`config.mk`:
```
export PLATFORM = sky130hd
export DESIGN_NAME = stack_based_alu_flat
export DESIGN_NICKNAME = d
export VERILOG_FILES = /design/src/rtl/stack_based_alu_pkg.sv /design/src/rtl/stack_based_alu_if.sv /design/src/rtl/stack_based_alu_arith.sv /design/src/rtl/stack_based_alu.sv /design/src/flat_wrapper.sv
export SDC_FILE = /design/constraint.sdc
export NUM_CORES = 2
export LEC_CHECK = 0
export CELL_PAD_IN_SITES_DETAIL_PLACEMENT = 0
export CELL_PAD_IN_SITES_GLOBAL_PLACEMENT = 1
export CORE_ASPECT_RATIO = 0.7
export CORE_MARGIN = 3
export CORE_UTILIZATION = 30
export DETAILED_ROUTE_END_ITERATION = 7
export GPL_ROUTABILITY_DRIVEN = 0
export PLACE_DENSITY_LB_ADDON = 0.1
export SLEW_MARGIN = 15
export SYNTH_ARGS = -nofsm -noshare
export SYNTH_HDL_FRONTEND = slang
export SYNTH_SLANG_ARGS = --single-unit
```
`constraint.sdc`:
```
create_clock -name clk -period 12.9 [get_ports clk]
set_input_delay 2.58 -clock clk [delete_from_list [all_inputs] [get_ports clk]]
set_output_delay 2.58 -clock clk [all_outputs]
set_load 0.01 [all_outputs]
```
`src/rtl/stack_based_alu_pkg.sv`:
```
// ============================================================================
// stack_alu_pkg : shared opcodes and stack sizing for stack_based_alu | rev 1.0
// ============================================================================
`default_nettype none

package stack_alu_pkg;
  localparam logic [2:0] OP_PUSH = 3'b110;
  localparam logic [2:0] OP_POP  = 3'b111;
  localparam logic [2:0] OP_ADD  = 3'b100;
  localparam logic [2:0] OP_MUL  = 3'b101;

  localparam int STACK_DEPTH = 31;
  localparam int SP_W        = 5;
endpackage

`default_nettype wire

```
`src/rtl/stack_based_alu_if.sv`:
```
// ============================================================================
// stack_based_alu_if : opcode/data bus of the stack ALU | rev 1.0
// ============================================================================
`default_nettype none

interface stack_based_alu_if #(
  parameter int N = 32
);
  import stack_alu_pkg::*;

  logic [2:0]      opcode;
  logic [N-1:0]    input_data;
  logic [N-1:0]    output_data;
  logic            overflow;
  logic [SP_W-1:0] sp;

  modport master (
    output opcode, input_data,
    input  output_data, overflow, sp
  );

  modport slave (
    input  opcode, input_data,
    output output_data, overflow, sp
  );
endinterface

`default_nettype wire

```
`src/rtl/stack_based_alu_arith.sv`:
```
// ============================================================================
// stack_alu_arith : wrapped signed add/multiply with overflow flags | rev 1.0
// ============================================================================
`default_nettype none

module stack_alu_arith #(
  parameter int N = 32
) (
  input  logic [N-1:0] a,
  input  logic [N-1:0] b,
  output logic [N-1:0] sum,
  output logic         sum_ovf,
  output logic [N-1:0] prod,
  output logic         prod_ovf
);
  logic [2*N-1:0] w_full;
  logic [N:0]     w_hi;

  assign sum     = a + b;
  assign sum_ovf = (a[N-1] == b[N-1]) && (sum[N-1] != a[N-1]);

  // Sign-extended operands make an unsigned 2N-bit multiply equal the signed product.
  assign w_full   = {{N{a[N-1]}}, a} * {{N{b[N-1]}}, b};
  assign prod     = w_full[N-1:0];
  assign w_hi     = w_full[2*N-1:N-1];
  assign prod_ovf = !((&w_hi) || !(|w_hi));
endmodule

`default_nettype wire

```
`src/rtl/stack_based_alu.sv`:
```
// ============================================================================
// stack_based_alu : 31-deep signed LIFO with push/pop/add/mul | rev 1.0
// ============================================================================
`default_nettype none

module stack_based_alu
  import stack_alu_pkg::*;
#(
  parameter int N = 32
) (
  input  logic              clk,
  input  logic              rst,
  stack_based_alu_if.slave  bus
);
  localparam logic [SP_W-1:0] SP_FULL = SP_W'(STACK_DEPTH);

  logic [N-1:0]    mem_q [STACK_DEPTH];
  logic [SP_W-1:0] sp_q, sp_d;
  logic [N-1:0]    out_q, out_d;
  logic            ovf_q, ovf_d;

  logic            w_can_push, w_can_pop, w_can_arith;
  logic [SP_W-1:0] w_top_idx, w_sec_idx;
  logic [N-1:0]    w_sum, w_prod;
  logic            w_sum_ovf, w_prod_ovf;

  assign w_can_push  = sp_q < SP_FULL;
  assign w_can_pop   = sp_q != '0;
  assign w_can_arith = sp_q >= SP_W'(2);
  assign w_top_idx   = w_can_pop   ? sp_q - SP_W'(1) : '0;
  assign w_sec_idx   = w_can_arith ? sp_q - SP_W'(2) : '0;

  stack_alu_arith #(.N(N)) u_arith (
    .a        (mem_q[w_top_idx]),
    .b        (mem_q[w_sec_idx]),
    .sum      (w_sum),
    .sum_ovf  (w_sum_ovf),
    .prod     (w_prod),
    .prod_ovf (w_prod_ovf)
  );

  // Writes during reset only touch slots that are invalid until overwritten by a later push.
  always_ff @(posedge clk) begin
    if (bus.opcode == OP_PUSH && w_can_push) begin
      mem_q[sp_q] <= bus.input_data;
    end
  end

  always_comb begin
    sp_d  = sp_q;
    out_d = out_q;
    ovf_d = ovf_q;
    case (bus.opcode)
      OP_PUSH: if (w_can_push) sp_d = sp_q + SP_W'(1);
      OP_POP: begin
        if (w_can_pop) begin
          out_d = mem_q[w_top_idx];
          sp_d  = sp_q - SP_W'(1);
          ovf_d = 1'b0;
        end
      end
      OP_ADD: begin
        if (w_can_arith) begin
          out_d = w_sum;
          ovf_d = w_sum_ovf;
        end
      end
      OP_MUL: begin
        if (w_can_arith) begin
          out_d = w_prod;
          ovf_d = w_prod_ovf;
        end
      end
      default: ;
    endcase
  end

  always_ff @(posedge clk or negedge rst) begin
    if (!rst) begin
      sp_q  <= '0;
      out_q <= '0;
      ovf_q <= 1'b0;
    end else begin
      sp_q  <= sp_d;
      out_q <= out_d;
      ovf_q <= ovf_d;
    end
  end

  assign bus.sp          = sp_q;
  assign bus.output_data = out_q;
  assign bus.overflow    = ovf_q;
endmodule

`default_nettype wire

```
`src/flat_wrapper.sv`:
```
// flat-port wrapper written by rule: the top's interface ports become plain ports
module stack_based_alu_flat import stack_alu_pkg::*;
#(
  parameter int N = 32
)
  (clk, rst, bus_opcode, bus_input_data, bus_output_data, bus_overflow, bus_sp);
  stack_based_alu_if #(.N(N)) bus_i ();
  input  logic clk;
  input  logic rst;
  input wire logic [$bits(bus_i.opcode)-1:0] bus_opcode;
  input wire logic [$bits(bus_i.input_data)-1:0] bus_input_data;
  output wire logic [$bits(bus_i.output_data)-1:0] bus_output_data;
  output wire logic [$bits(bus_i.overflow)-1:0] bus_overflow;
  output wire logic [$bits(bus_i.sp)-1:0] bus_sp;
  assign bus_i.opcode = bus_opcode;
  assign bus_i.input_data = bus_input_data;
  assign bus_output_data = bus_i.output_data;
  assign bus_overflow = bus_i.overflow;
  assign bus_sp = bus_i.sp;
  stack_based_alu #(.N(N)) u_core (.clk(clk), .rst(rst), .bus(bus_i));
endmodule
```
==> impl_metrics.csv <==
group,metric,value,unit
yosys,async_flop_share,3.69,%
clock_network,clock_sinks,1030,
clock_network,clkLatencyLatePin,0.78,ns
cells_and_area,seq_area,30700,um^2
detailed_routing,wire_per_inst,31.4,um
critical_path,crit_start,"u_core.bus.sp[1]",
critical_path,slowest_delay,0.63,ns
grt,grt_start_max_net_pins,103,
yosys,synth_ff_type,"edfxtp_1",
placement,dpl.hpwl,270,mm
die,boundaryPins,75,
min_path,whs_path_depth,2,
sta,finalSetupViolCount,0,
sta,fmax,79.7,MHz
sta,worstMarginPinSlew,1.25,ns
critical_path,rr_worst_depth,40,
detailed_routing,avgViaCountPerCell,5.54,
cells_and_area,fin_area,99300,um^2
critical_path,reg2reg_from,"u_core.bus.sp[1]",
sta,fin_worst_skew,0.0442,ns
die,rows,164,
yosys,syn_nets,9651,
critical_path,cp-end-kind,"flop",
yosys,avgSynthCellArea,10.4,um^2
detailed_routing,route.detailed.drc,0,
detailed_routing,routed_wl,385,mm
run,cap_viol_max_count,0,
min_path,hp-start,"u_core.bus.output_data[3]",
critical_path,crit_arrival,13.24,ns
clock_network,tritoncts,"done",
critical_path,critPathMaxFanout,34,
die,chipWidth,648,um
die,core-area,286000,um^2
yosys,synth.distinct_cells,91,
clock_network,clkTransAtPathRegs,0.07,ns
cells_and_area,multi_input_area,51700,um^2
critical_path,worst_setup_path_start_kind,"flop",
grt,grt_antenna_before_repair,31,
die,dieArea,296000,um^2
cells_and_area,drive_above_1_share,10.5,%
yosys,ys_seq_area_share,35.5,%
critical_path,r2r_slack,0.36,ns
detailed_routing,ant_nets,0,
grt,grt_pass1_wl,547,mm
yosys,synth_seq_cells,1030,
min_path,min_path_type,"reg2reg",
grt,grt-ovfl-total,0,
clock_network,cts_root_buf,"clkbuf_16",
outcome,outcome,"complete, no violations",
die,initial_core_util,30.3,%
sta,rsz0062_at_grt,"false",
yosys,synth_cells,8307,
yosys,synth_enable_flop_cells,992,
critical_path,slowest_stage,"o21ai_0",
clock_network,cts.path.max_buffers,3,
placement,dpl_cell_area,95100,um^2
grt,first_global_vias,69500,
cells_and_area,nets,9692,
die,dieHeight,456,um
detailed_routing,num_vias,68000,
sta,slew_headroom,15.9,%
min_path,min_to,"u_core.bus.output_data[3]",
placement,port_buffers,74,
critical_path,required,13.60,ns
yosys,synth_area,86700,um^2
yosys,yosysWarnings,0,
cells_and_area,n_fill_cell,28900,
detailed_routing,drt_iter0_markers,7241,
detailed_routing,dr.pass1.iters,5,
clock_network,cts_max_level,3,
grt,grtUsageTotal,25.9,%
critical_path,critPathMostFrequentCell,"fa_1",
sta,period_needed,12.54,ns
critical_path,reg2reg_to,"u_core.bus.overflow",
cells_and_area,area_growth,14.5,%
clock_network,cts_made_buffers,113,
sta,drv_slew,0,
critical_path,path_class,"reg2reg",
sta,finalHoldViolations,0,
sta,period_share,97.2,%
[kinds of logic after synthesis]
kind of cell	Yosys count	share of synthesized area, %
AOI/OAI and AO/OA	1366	11.3
and+or+nand+nor	2897	14.9
adders and majority gates	1307	28.2
DFF	1030	35.5
xor gates and xnor gates	100	1.01
buffers and inverters	1405	6.21
muxes	202	2.89
[worst max-delay path: cells and delay by family (launching register included)]
kind,cells,cell delay [ns]
DFF,1,0.60
adders and majority gates,10,4.56
AOI/OAI and AO/OA,9,3.21
xor gates and xnor gates,1,0.23
and+or+nand+nor,10,2.22
buffers and inverters,10,1.54
[stage by stage]
stage / hold WS (ns) / instances / utilization [%] / setup TNS [ns] / setup WS [ns]
after global placement: 0.473 / 12000 / 33.2 / -0.0958 / -0.0958
after detailed placement: 0.478 / 12000 / 33.2 / -0.125 / -0.125
final: 0.481 / 12300 / 34.7 / 0 / 0.360
after CTS: 0.491 / 12200 / 34.5 / 0 / 0.125
after global routing: 0.520 / 12300 / 34.6 / 0 / 0.0154
after floorplan: 0.516 / 8307 / - / 0 / 0.613
[worst max path at each step]
stage / to / slack (ns) / cells past startpoint
after detailed placement: u_core.bus.overflow / -0.12 / 36
final: u_core.bus.overflow / 0.36 / 40
after global routing: u_core.bus.overflow / 0.02 / 39
after CTS: u_core.bus.overflow / 0.13 / 37
after floorplan: u_core.bus.overflow / 0.61 / 45
after global placement: u_core.bus.overflow / -0.1 / 36
[metal layers]
| layer | track usage [%] | wire length (um) | part of all wire (%) | vias up |
|---|---|---|---|---|
| met5 | 0 | 26 | 0.0068 | - |
| met4 | 4.01 | 6630 | 1.7 | 4 |
| met1 | 40.7 | 188000 | 49 | 36000 |
| li1 | - | - | - | 28800 |
| met3 | 4.62 | 29900 | 7.8 | 327 |
| met2 | 37.2 | 160000 | 42 | 2830 |
[state kept, by name, indices dropped and copies added (netlist names)]
name / count
u_core.mem_q: 992
u_core.bus.output_data: 32
u_core.bus.sp: 5
u_core.bus.overflow: 1
[cell usage in the layout (no fill, tap or decap), types with 64 or more instances in the layout]
| cell type | n |
|---|---|
| inv_1 | 775 |
| buf_4 | 378 |
| clkbuf_16 | 114 |
| mux2i_1 | 131 |
| buf_12 | 81 |
| and2_1 | 249 |
| nor2b_1 | 98 |
| o21ai_0 | 165 |
| a211oi_1 | 106 |
| a221oi_1 | 198 |
| a21oi_1 | 234 |
| a2111oi_0 | 64 |
| nand2_1 | 1535 |
| a311oi_1 | 97 |
| fa_1 | 1082 |
| ha_1 | 221 |
| nand3_1 | 434 |
| nor2_1 | 283 |
| edfxtp_1 | 992 |
| nor3_1 | 85 |
[cell type report]
cell class | count | share of cell area (%)
Antenna cell | 14 | 0.0353
Clock buffer | 137 | 2.98
Clock inverter | 74 | 0.826
Inverter | 793 | 3.03
Multi-Input combinational cell | 5873 | 52.1
Sequential cell | 1030 | 31.0
Tap cell | 3818 | 4.81
Timing Repair Buffer | 537 | 5.21
[cell usage after synthesis (34+ instances only)]
library cell,count,area share (%)
a2111oi_0,65,0.66
a211oi_1,106,0.92
a21o_1,52,0.45
a21oi_1,277,1.6
a221o_1,47,0.54
a221oi_1,198,2.0
a311oi_1,97,0.98
a31oi_1,43,0.31
and2_1,250,1.8
buf_1,95,0.41
buf_2,80,0.46
clkbuf_1,434,1.9
dfrtp_1,38,1.1
edfxtp_1,992,34
fa_1,1083,25
ha_1,224,3.2
inv_1,784,3.4
mux2_2,34,0.44
mux2i_1,131,1.5
mux4_2,35,0.91
nand2_1,1537,6.7
nand2b_1,48,0.35
nand3_1,434,2.5
nor2_1,323,1.4
nor2b_1,99,0.71
nor3_1,86,0.50
o21ai_0,170,0.98
o311ai_0,48,0.49
xnor2_1,57,0.58
xor2_1,43,0.43
[what timing repair did]
action | in CTS | in global routing
setup endpoints to repair | 1 | 1
gates cloned | 1 | 0
gates resized for setup | 1 | 32
pin swaps | 2 | 6
hold buffers | 0 | 0
setup buffers | 5 | 21
Power is not shown: default switching activity piles up to over one toggle a cycle in this logic, so the estimate is an artifact.
